### src/rtl/sccb_reg_sequencer.sv
// Walks a {reg, data} table for one camera profile and issues SCCB register writes,
// with in-table delays, an END marker and bounded NACK retries.
module sccb_reg_sequencer #(
  parameter int ADDR_W     = 8,
  parameter int DATA_W     = 8,
  parameter int IDX_W      = 6,
  parameter int PROF_W     = 1,
  parameter int DELAY_UNIT = 1000,
  parameter int MAX_RETRY  = 3
) (
  input  logic                     clk,
  input  logic                     reset,
  input  logic                     start,
  input  logic [PROF_W-1:0]        profile_sel,
  output logic [PROF_W+IDX_W-1:0]  rom_addr,
  input  logic [ADDR_W+DATA_W-1:0] rom_data,
  output logic                     cmd_valid,
  input  logic                     cmd_ready,
  output logic [ADDR_W-1:0]        cmd_reg,
  output logic [DATA_W-1:0]        cmd_data,
  input  logic                     xfer_done,
  input  logic                     xfer_nack,
  output logic                     busy,
  output logic                     done,
  output logic                     error,
  output logic [IDX_W-1:0]         entry_idx,
  output logic [2:0]               dbg_state
);

  // Handshake: a command transfers on a rising edge where cmd_valid and cmd_ready are
  // both high; cmd_reg/cmd_data hold steady while cmd_valid is high.
  typedef enum logic [2:0] {
    S_IDLE      = 3'd0,
    S_FETCH     = 3'd1,
    S_DECODE    = 3'd2,
    S_ISSUE     = 3'd3,
    S_WAIT_XFER = 3'd4,
    S_DELAY     = 3'd5,
    S_DONE      = 3'd6,
    S_ERROR     = 3'd7
  } state_t;

  localparam int RT_W = (MAX_RETRY > 0) ? $clog2(MAX_RETRY + 1) : 1;
  localparam int PS_W = (DELAY_UNIT > 1) ? $clog2(DELAY_UNIT) : 1;
  localparam logic [RT_W-1:0] RT_MAX    = RT_W'(MAX_RETRY);
  localparam logic [PS_W-1:0] PS_RELOAD = PS_W'(DELAY_UNIT - 1);

  state_t              r_state, w_next_state, w_adv_state;
  logic [PROF_W-1:0]   r_profile, w_next_profile;
  logic [IDX_W-1:0]    r_index, w_next_index, w_adv_index;
  logic [RT_W-1:0]     r_retry, w_next_retry;
  logic [ADDR_W-1:0]   r_cmd_reg, w_next_cmd_reg;
  logic [DATA_W-1:0]   r_cmd_data, w_next_cmd_data;
  logic [PS_W-1:0]     r_prescale, w_next_prescale;
  logic [DATA_W-1:0]   r_units, w_next_units;

  logic [ADDR_W-1:0]   w_rom_reg;
  logic [DATA_W-1:0]   w_rom_dat;
  logic                w_is_delay, w_is_end, w_last;

  assign w_rom_reg  = rom_data[ADDR_W+DATA_W-1:DATA_W];
  assign w_rom_dat  = rom_data[DATA_W-1:0];
  assign w_is_delay = &w_rom_reg;
  assign w_is_end   = w_is_delay && (&w_rom_dat);
  assign w_last     = &r_index;

  // The last slot of a profile ends the run even without an END word.
  assign w_adv_state = w_last ? S_DONE : S_FETCH;
  assign w_adv_index = w_last ? r_index : r_index + 1'b1;

  always_ff @(posedge clk or posedge reset) begin
    if (reset) r_state <= S_IDLE;
    else       r_state <= w_next_state;
  end

  always_ff @(posedge clk or posedge reset) begin
    if (reset) begin
      r_profile  <= '0;
      r_index    <= '0;
      r_retry    <= '0;
      r_cmd_reg  <= '0;
      r_cmd_data <= '0;
      r_prescale <= '0;
      r_units    <= '0;
    end else begin
      r_profile  <= w_next_profile;
      r_index    <= w_next_index;
      r_retry    <= w_next_retry;
      r_cmd_reg  <= w_next_cmd_reg;
      r_cmd_data <= w_next_cmd_data;
      r_prescale <= w_next_prescale;
      r_units    <= w_next_units;
    end
  end

  always_comb begin
    w_next_state    = r_state;
    w_next_profile  = r_profile;
    w_next_index    = r_index;
    w_next_retry    = r_retry;
    w_next_cmd_reg  = r_cmd_reg;
    w_next_cmd_data = r_cmd_data;
    w_next_prescale = r_prescale;
    w_next_units    = r_units;
    case (r_state)
      S_IDLE, S_DONE, S_ERROR: begin
        if (start) begin
          w_next_state   = S_FETCH;
          w_next_profile = profile_sel;
          w_next_index   = '0;
          w_next_retry   = '0;
        end
      end
      S_FETCH: w_next_state = S_DECODE;
      S_DECODE: begin
        if (w_is_end) begin
          w_next_state = S_DONE;
        end else if (w_is_delay) begin
          if (w_rom_dat == '0) begin
            w_next_state = w_adv_state;
            w_next_index = w_adv_index;
          end else begin
            w_next_state    = S_DELAY;
            w_next_units    = w_rom_dat;
            w_next_prescale = PS_RELOAD;
          end
        end else begin
          w_next_state    = S_ISSUE;
          w_next_cmd_reg  = w_rom_reg;
          w_next_cmd_data = w_rom_dat;
        end
      end
      S_ISSUE: begin
        if (cmd_ready) w_next_state = S_WAIT_XFER;
      end
      S_WAIT_XFER: begin
        if (xfer_nack) begin
          if (r_retry < RT_MAX) begin
            w_next_retry = r_retry + 1'b1;
            w_next_state = S_ISSUE;
          end else begin
            w_next_state = S_ERROR;
          end
        end else if (xfer_done) begin
          w_next_retry = '0;
          w_next_state = w_adv_state;
          w_next_index = w_adv_index;
        end
      end
      S_DELAY: begin
        // Prescaler counts one unit; the unit counter counts units remaining.
        if (r_prescale == '0) begin
          if (r_units == DATA_W'(1)) begin
            w_next_state = w_adv_state;
            w_next_index = w_adv_index;
          end else begin
            w_next_units    = r_units - 1'b1;
            w_next_prescale = PS_RELOAD;
          end
        end else begin
          w_next_prescale = r_prescale - 1'b1;
        end
      end
      default: w_next_state = S_IDLE;
    endcase
  end

  always_comb begin
    cmd_valid = (r_state == S_ISSUE);
    busy      = !((r_state == S_IDLE) || (r_state == S_DONE) || (r_state == S_ERROR));
    done      = (r_state == S_DONE);
    error     = (r_state == S_ERROR);
  end

  assign rom_addr  = {r_profile, r_index};
  assign cmd_reg   = r_cmd_reg;
  assign cmd_data  = r_cmd_data;
  assign entry_idx = r_index;
  assign dbg_state = r_state;

endmodule

### config.mk
export PLATFORM = sky130hd
export DESIGN_NAME = sccb_reg_sequencer
export DESIGN_NICKNAME = d
export VERILOG_FILES = /design/src/rtl/sccb_reg_sequencer.sv
export SDC_FILE = /design/constraint.sdc
export NUM_CORES = 1
export LEC_CHECK = 0
export BUFFER_PORTS_ARGS = -buffer_cell sky130_fd_sc_hd__buf_2
export CAP_MARGIN = 20
export CORE_ASPECT_RATIO = 1.5
export CORE_UTILIZATION = 55
export CTS_CLUSTER_SIZE = 30
export DETAILED_ROUTE_END_ITERATION = 10
export PLACE_DENSITY = 0.8
export SETUP_SLACK_MARGIN = 0.02
export SYNTH_ARGS = -nofsm -noshare
export SYNTH_HDL_FRONTEND = slang
export SYNTH_SLANG_ARGS = --single-unit
### constraint.sdc
create_clock -name clk -period 2.77 [get_ports clk]
set_clock_uncertainty 0.1 [all_clocks]
set_input_delay 0.4155 -clock clk [delete_from_list [all_inputs] [get_ports clk]]
set_output_delay 0.4155 -clock clk [all_outputs]
set_load 0.005 [all_outputs]
==> parameters.txt, run 1 <==
Parameter                              Value

Status
  Outcome    completed

Placement
  # port buffers    58
  Placed standard-cell area    3150 µm²
  Dpl ws    0.267 ns
  Final GP Congestion    0.937
  Placed insts    402
  Estimated wirelength of the detail-placed design    4920 µm

Synthesis
  Fraction of synthesized area in multiplexers    9.05%
  Number of synthesized register bits    46
  Count of distinct cell types in the synthesized netlist    62
  Most used flip-flop cell after synthesis    sky130_fd_sc_hd__dfrtp_1
  Area fraction in compound gates after synthesis    19.1%
  Async S/R FF share, synth    100%
  Sequential cell area fraction in the yosys report    41.8%
  Arithmetic-cell share of the synthesized area counting full adders, half adders and majority gates    2.27%
  Dominant combinational cell family by area after synthesis    simple AND/OR/NAND/NOR gates
  Netlist Area Pre-Place    2750 µm²
  Count of mapped cells out of synthesis    283
  Simple-gate portion of the synthesized area    21.5%
  Number of enable-type register cells in the synthesized netlist    0
  Parity-gate share of the synthesized area counting xor and xnor cells    0.318%
  Syn Area/Cell    9.73 µm²
  Synthesized net count    311
  Synth Warn #    0

Cells and area
  Most used cells in the layout excluding fill and tap cells    sky130_fd_sc_hd__buf_2 (58), sky130_fd_sc_hd__dfrtp_1 (46), sky130_fd_sc_hd__nor2_1 (24)
  Number of nets in the layout    372
  Filler-free cell count of the finished design    411
  Most common cell after layout, fill and taps aside    sky130_fd_sc_hd__buf_2
  Final Instance Area    3270 µm²
  Post-synthesis to final-layout area growth    18.6%
  Final antenna diode count    0
  Fill cell instance count of the final layout    392
  Register with the most flip-flops    r_prescale
  Fraction of the core area covered by cells at the end of the flow    67.9%
  Max FFs per register    10
  Fraction of layout instances using a drive strength above 1    31.3%

Worst setup path
  Setup slack on the worst flop-to-flop path    0.24 ns
  Kind of cell adding the most delay to the critical path    simple AND/OR/NAND/NOR gates
  Number of buffer and inverter stages on the critical path    2
  Startpoint of the lowest-slack register-to-register path    r_prescale[0]$_DFFE_PP0P_
  Largest fanout on the critical path    8
  Kind of launch point of the worst setup path    register
  CP dominant cell by count    sky130_fd_sc_hd__o21ai_0
  Endpoint of the lowest-slack register-to-register path    r_prescale[4]$_DFFE_PP0P_
  Data arrival time of the critical path    2.64 ns
  Nature of the critical path endpoint    register
  Required time at the endpoint of the critical path    2.88 ns
  Reg2reg path depth    8
  Sequence of cells on the critical path    inv_1, ha_1, or4b_1, nand4bb_4, a22oi_1, buf_4, o21ai_0, o21ai_0
  Critical path's largest stage delay    0.52 ns
  Type of the worst setup path    register to register
  Library cell contributing the largest single delay on the critical path    sky130_fd_sc_hd__a22oi_1

Timing
  Normalized max-slew margin    58.4%
  Final period utilization    91.5%
  Max Transition Viols Final    0
  Final hold violation count    0
  Setup ws final    0.237 ns
  Worst-Margin Slew    0.624 ns
  Total Neg Setup Slack    0 ns
  Worst hold margin    0.249 ns
  Finish-stage setup viols    0
  Fmax    395 MHz
  Min cycle time layout    2.53 ns
  Unrepaired setup endpoints after global routing    false

Clocking
  Clock transition at the registers of the reported paths    0.08 ns
  Sinks on Clock Net    46
  Post-CTS Hold Fix Bufs    1
  TritonCTS clock tree    built
  Number of buffers on the longest clock path    2
  Clk_lat worst skew    0.30 ns
  Total number of H-tree levels    2
  Cell chosen for the clock root    sky130_fd_sc_hd__clkbuf_8
  Post-CTS setup repair buffer count    0
  Number of buffers created by CTS    5
  Resize count post-CTS    0

Power
  Switching component of the power    1.30 mW
  Leak    1.46 nW
  Combinational share of power    49.2%
  Pwr Total    3.29 mW
  Fraction of power consumed by the clock network    15.1%
  Internal power component    1.99 mW
  Fraction of power spent switching nets    39.6%
  Power Dens Cells    1010 nW/µm²
  Power share of the sequential group    35.7%
  Worst ir drop on vdd    0.446 mV

Die
  Vertical die dimension    88.6 µm
  Horizontal die dimension    59.8 µm
  Effective utilization at floorplan    57.2%
  Die ar.    5300 µm²
  I/O pin total    59
  Core Region    4810 µm²
  Rows    31

Global routing
  Number of global-route vias before repair    2,365
  Maximum number of pins on one net before global-route repair    22
  Remaining Overflow, GRT    0
  GRT Util Overall    26.6%
  Number of antenna violations at the first check in global routing    0
  First-pass GRT wire length    10,600 µm

Hold path
  Type of the tightest min-delay check    input pin to register
  Hold EP    r_profile$_DFFE_PP0P_
  Number of cells on the worst hold path    2
  Startpoint of the most critical hold path    profile_sel

Route
  Number of vias per cell after detailed routing    6.12
  Detailed router's first-iteration violation count    173
  Average detailed-routed wire length per instance    16.0 µm
  Remaining design rule violation count    0
  Post-route ant nets    0
  Length of the first detailed-routing pass in iterations    4
  DR vias    2,516
  Detailed-route wire length    6560 µm

Flow run
  Max-cap check violation count    0
## layout make-up
| cell class | instances | area, µm² | share of cell area (%) |
|---|---|---|---|
| Timing Repair Buffer | 74 | 433 | 13.3 |
| Inverter | 13 | 48.8 | 1.49 |
| Multi-Input combinational cell | 204 | 1440 | 44.1 |
| Sequential cell | 46 | 1150 | 35.2 |
| Tap cell | 66 | 82.6 | 2.53 |
| Clock buffer | 6 | 72.6 | 2.22 |
| Clock inverter | 2 | 37.5 | 1.15 |
## worst max path at each step
stage	startpoint	end	slack (ns)	depth (start not counted)
after floorplan	r_prescale[0]$_DFFE_PP0P_	entry_idx[0]$_DFFE_PP0P_	0.31	9
after global placement	r_prescale[0]$_DFFE_PP0P_	r_prescale[2]$_DFFE_PP0P_	0.38	8
after detailed placement	r_prescale[0]$_DFFE_PP0P_	r_prescale[2]$_DFFE_PP0P_	0.27	8
after CTS	r_prescale[0]$_DFFE_PP0P_	r_prescale[4]$_DFFE_PP0P_	0.22	8
after global routing	r_prescale[0]$_DFFE_PP0P_	r_prescale[4]$_DFFE_PP0P_	0.09	8
final	r_prescale[0]$_DFFE_PP0P_	r_prescale[4]$_DFFE_PP0P_	0.24	8
## Yosys cell counts, drive strengths merged (2+ instances only)
library cell	n	area, µm²
o31ai	8	73.8
nor3	11	55.1
mux2	20	229
nand2b	4	25.0
nor4	6	37.5
o21ai	14	70.1
a32o	3	30.0
nor3b	2	15.0
and3	3	18.8
a21oi	11	55.1
or3	2	12.5
o211ai	2	15.0
o2bb2ai	3	26.3
ha	5	62.6
mux2i	2	20.0
and4	2	17.5
o22ai	2	12.5
or3b	2	17.5
dfrtp	46	1150
a31oi	3	18.8
nand2	17	66.3
o2111a	3	33.8
or4	3	26.3
buf	12	82.6
clkbuf	8	30.0
a22oi	2	15.0
o22a	2	17.5
a211o	2	17.5
nand4	9	56.3
nor2	24	90.1
o311ai	2	17.5
nor2b	4	25.0
a2bb2oi	3	43.8
inv	13	48.8
nand3	11	55.1
## power groups by stage
| stage | Combinational (mW) | Sequential, mW | Clock (mW) |
|---|---|---|---|
| CTS | 1.61 | 1.17 | 0.507 |
| global placement | 1.55 | 1.17 | 0 |
| detailed placement | 1.60 | 1.18 | 0 |
| finish | 1.62 | 1.17 | 0.496 |
| floorplan | 1.12 | 1.16 | 0 |
| global route | 1.77 | 1.21 | 0.536 |
## worst reg2reg max path, cell delays in order (launching register included)
cell	delay (ns)
sky130_fd_sc_hd__dfrtp_1	0.39
sky130_fd_sc_hd__inv_1	0.09
sky130_fd_sc_hd__ha_1	0.18
sky130_fd_sc_hd__or4b_1	0.48
sky130_fd_sc_hd__nand4bb_4	0.24
sky130_fd_sc_hd__a22oi_1	0.52
sky130_fd_sc_hd__buf_4	0.25
sky130_fd_sc_hd__o21ai_0	0.10
sky130_fd_sc_hd__o21ai_0	0.10
## metal layers
| layer | wire [µm] | vias to the layer above | global-route usage [%] |
|---|---|---|---|
| li1 | - | 1184 | - |
| met1 | 2510 | 1228 | 29.2 |
| met2 | 3570 | 86 | 48.0 |
| met3 | 295 | 18 | 5.26 |
| met4 | 178 | 0 | 12.1 |
| met5 | 0 | - | 0 |
## cell families (layout without fill, tap and decap cells)
logic type                 Yosys count  count (layout)
adders and majority gates            5               5
DFF                                 46              46
buffers and inverters               33              95
AOI/OAI and AO/OA                   69              69
xor gates and xnor gates             1               1
and+or+nand+nor                    107             107
muxes                               22              22
No activity file was read; power rests on OpenSTA's default activity.
==> run 2: changes to the inputs <==
- ABC_AREA: default -> 1
- PLACE_DENSITY: 0.8 -> 0.82
==> run 2 against run 1 <==
Compared with the run above:
- cell count increased by 22%
- sequential share of layout area shrank 0.28 points
- synthesized area increased by 5.5%
- sequential power is 5% lower
- die area rose by 5.3%
- power decreased by 7.0%
==> parameters.txt, run 2 <==
Parameter                              Value

Power
  Leak    1.72 nW
  Switching component of the power    1.35 mW
  Fraction of power spent switching nets    44.3%
  Power Dens Cells    928 nW/µm²
  Worst ir drop on vdd    0.521 mV
  Fraction of power consumed by the clock network    13.6%
  Internal power component    1.70 mW
  Combinational share of power    50.2%
  Pwr Total    3.05 mW
  Power share of the sequential group    36.2%

Worst setup path
  Kind of launch point of the worst setup path    register
  Largest fanout on the critical path    21
  Nature of the critical path endpoint    register
  Type of the worst setup path    register to register
  Required time at the endpoint of the critical path    2.86 ns
  Reg2reg path depth    9
  Data arrival time of the critical path    2.13 ns

Die
  Vertical die dimension    91.0 µm
  Effective utilization at floorplan    56.6%
  I/O pin total    59
  Rows    32
  Core Region    5120 µm²
  Horizontal die dimension    61.3 µm
  Die ar.    5580 µm²

Route
  Average detailed-routed wire length per instance    12.8 µm
  Detailed-route wire length    6460 µm
  Number of vias per cell after detailed routing    5.26
  Detailed router's first-iteration violation count    115
  Length of the first detailed-routing pass in iterations    4
  Remaining design rule violation count    0
  DR vias    2,648
  Post-route ant nets    0

Timing
  Final period utilization    73.5%
  Normalized max-slew margin    37.2%
  Total Neg Setup Slack    0 ns
  Unrepaired setup endpoints after global routing    false
  Final hold violation count    0
  Fmax    491 MHz
  Min cycle time layout    2.03 ns
  Finish-stage setup viols    0
  Worst-Margin Slew    0.941 ns
  Max Transition Viols Final    0

Cells and area
  Fraction of layout instances using a drive strength above 1    25.1%
  Number of nets in the layout    462
  Most used cells in the layout excluding fill and tap cells    sky130_fd_sc_hd__nand2_1 (109), sky130_fd_sc_hd__buf_2 (58), sky130_fd_sc_hd__dfrtp_1 (46)
  Final Instance Area    3290 µm²
  Fraction of the core area covered by cells at the end of the flow    64.2%
  Post-synthesis to final-layout area growth    13.4%
  Register with the most flip-flops    r_prescale
  Fill cell instance count of the final layout    472
  Final antenna diode count    0
  Max FFs per register    10
  Most common cell after layout, fill and taps aside    sky130_fd_sc_hd__nand2_1

Clocking
  Cell chosen for the clock root    sky130_fd_sc_hd__clkbuf_8
  Resize count post-CTS    0
  Number of buffers on the longest clock path    2
  Clk_lat worst skew    0.30 ns
  Post-CTS setup repair buffer count    0
  Number of buffers created by CTS    5
  Post-CTS Hold Fix Bufs    0
  Clock transition at the registers of the reported paths    0.08 ns
  Sinks on Clock Net    46
  Total number of H-tree levels    2
  TritonCTS clock tree    built

Synthesis
  Number of enable-type register cells in the synthesized netlist    0
  Synthesized net count    408
  Syn Area/Cell    7.64 µm²
  Synth Warn #    0
  Share of the synthesized area in the top cell type    39.7%
  Top post-synthesis cells by area    sky130_fd_sc_hd__dfrtp_1 (40%), sky130_fd_sc_hd__nand2_1 (14%), sky130_fd_sc_hd__nor2_1 (5.7%)
  Netlist Area Pre-Place    2900 µm²
  Commonest cells in the synthesized netlist    sky130_fd_sc_hd__nand2_1 (109), sky130_fd_sc_hd__dfrtp_1 (46), sky130_fd_sc_hd__nor2_1 (44)
  Most used flip-flop cell after synthesis    sky130_fd_sc_hd__dfrtp_1
  Most common cell in the netlist    sky130_fd_sc_hd__nand2_1
  Async S/R FF share, synth    100%
  Count of distinct cell types in the synthesized netlist    34
  Largest area contributor in the netlist    sky130_fd_sc_hd__dfrtp_1
  Count of mapped cells out of synthesis    380
  Number of synthesized register bits    46
  Sequential cell area fraction in the yosys report    39.7%

Flow run
  Max-cap check violation count    0

Placement
  Placed standard-cell area    3200 µm²
  # port buffers    58
  Estimated wirelength of the detail-placed design    5060 µm
  Final GP Congestion    0.853

Status
  Outcome    completed

Global routing
  Remaining Overflow, GRT    0
  Number of global-route vias before repair    2,596
  First-pass GRT wire length    10,800 µm
  Number of antenna violations at the first check in global routing    0
  GRT Util Overall    25.6%
  Maximum number of pins on one net before global-route repair    47

Hold path
  Type of the tightest min-delay check    input pin to async pin
==> run 2: final cells by class <==
type / count / area (µm²) / share of cell area, %
Sequential cell: 46 / 1150 / 35.0
Inverter: 46 / 180 / 5.47
Clock inverter: 1 / 5.00 / 0.152
Clock buffer: 7 / 86.3 / 2.62
Multi-Input combinational cell: 277 / 1490 / 45.4
Timing Repair Buffer: 58 / 290 / 8.82
Tap cell: 68 / 85.1 / 2.58
==> run 2: path summary, 6_finish.rpt <==
kind / slack [ns] / startpoint / endpoint
hold reg to reg: 0.38 / cmd_data[6]$_DFFE_PP0P_ / cmd_data[6]$_DFFE_PP0P_
setup reg to reg: 0.74 / dbg_state[0]$_DFFE_PP0P_ / entry_idx[3]$_DFFE_PP0P_
hold / removal: 0.22 / reset / r_retry[1]$_DFFE_PP0P_
min in group clk: 0.23 / start / r_profile$_DFFE_PP0P_
setup / recovery: 0.74 / dbg_state[0]$_DFFE_PP0P_ / entry_idx[3]$_DFFE_PP0P_
max in group asynchronous: 1.76 / reset / r_prescale[3]$_DFFE_PP0P_
==> run 2: worst max-delay path, cell delays in order (launching register included) <==
cell and delay, ns:
sky130_fd_sc_hd__dfrtp_1 0.49, sky130_fd_sc_hd__inv_2 0.11, sky130_fd_sc_hd__nand3_4 0.12, sky130_fd_sc_hd__inv_2 0.07, sky130_fd_sc_hd__nand2_2 0.34, sky130_fd_sc_hd__nand2_1 0.19
sky130_fd_sc_hd__nor2_4 0.25, sky130_fd_sc_hd__nand3_4 0.13, sky130_fd_sc_hd__nand2_1 0.08, sky130_fd_sc_hd__nand2_1 0.05
==> run 2: logic make-up after synthesis <==
logic type	Yosys count	share of synthesized area [%]
compound gates	38	7.33
xor+xnor	7	2.11
fa+ha+maj	5	2.16
buf+inv	57	8.88
flops	46	39.7
mux	12	4.66
simple gates	215	35.2
==> run 2: power groups by stage <==
stage / clock network, mW / logic, mW / registers [mW]
2_1_floorplan: 0 / 1.13 / 1.09
3_3_place_gp: 0 / 1.49 / 1.10
3_5_place_dp: 0 / 1.54 / 1.11
4_1_cts: 0.428 / 1.54 / 1.10
5_1_grt: 0.452 / 1.74 / 1.14
6_report: 0.415 / 1.53 / 1.11
==> run 2: through the flow <==
step                cells  hold WS [ns]  setup slack (ns)
floorplan             380         0.342             0.971
global placement      495         0.364             0.729
detailed placement    495         0.370             0.720
CTS                   503         0.232             0.730
global route          503         0.248             0.548
finish                503         0.215             0.735
==> run 2: routing by layer <==
metal  vias up  wire, µm  track usage (%)
met4         0       150             10.0
met1      1239      2500             27.1
met2        83      3500             47.3
li1       1311         -                -
met5         -         0                0
met3        15       304             4.27
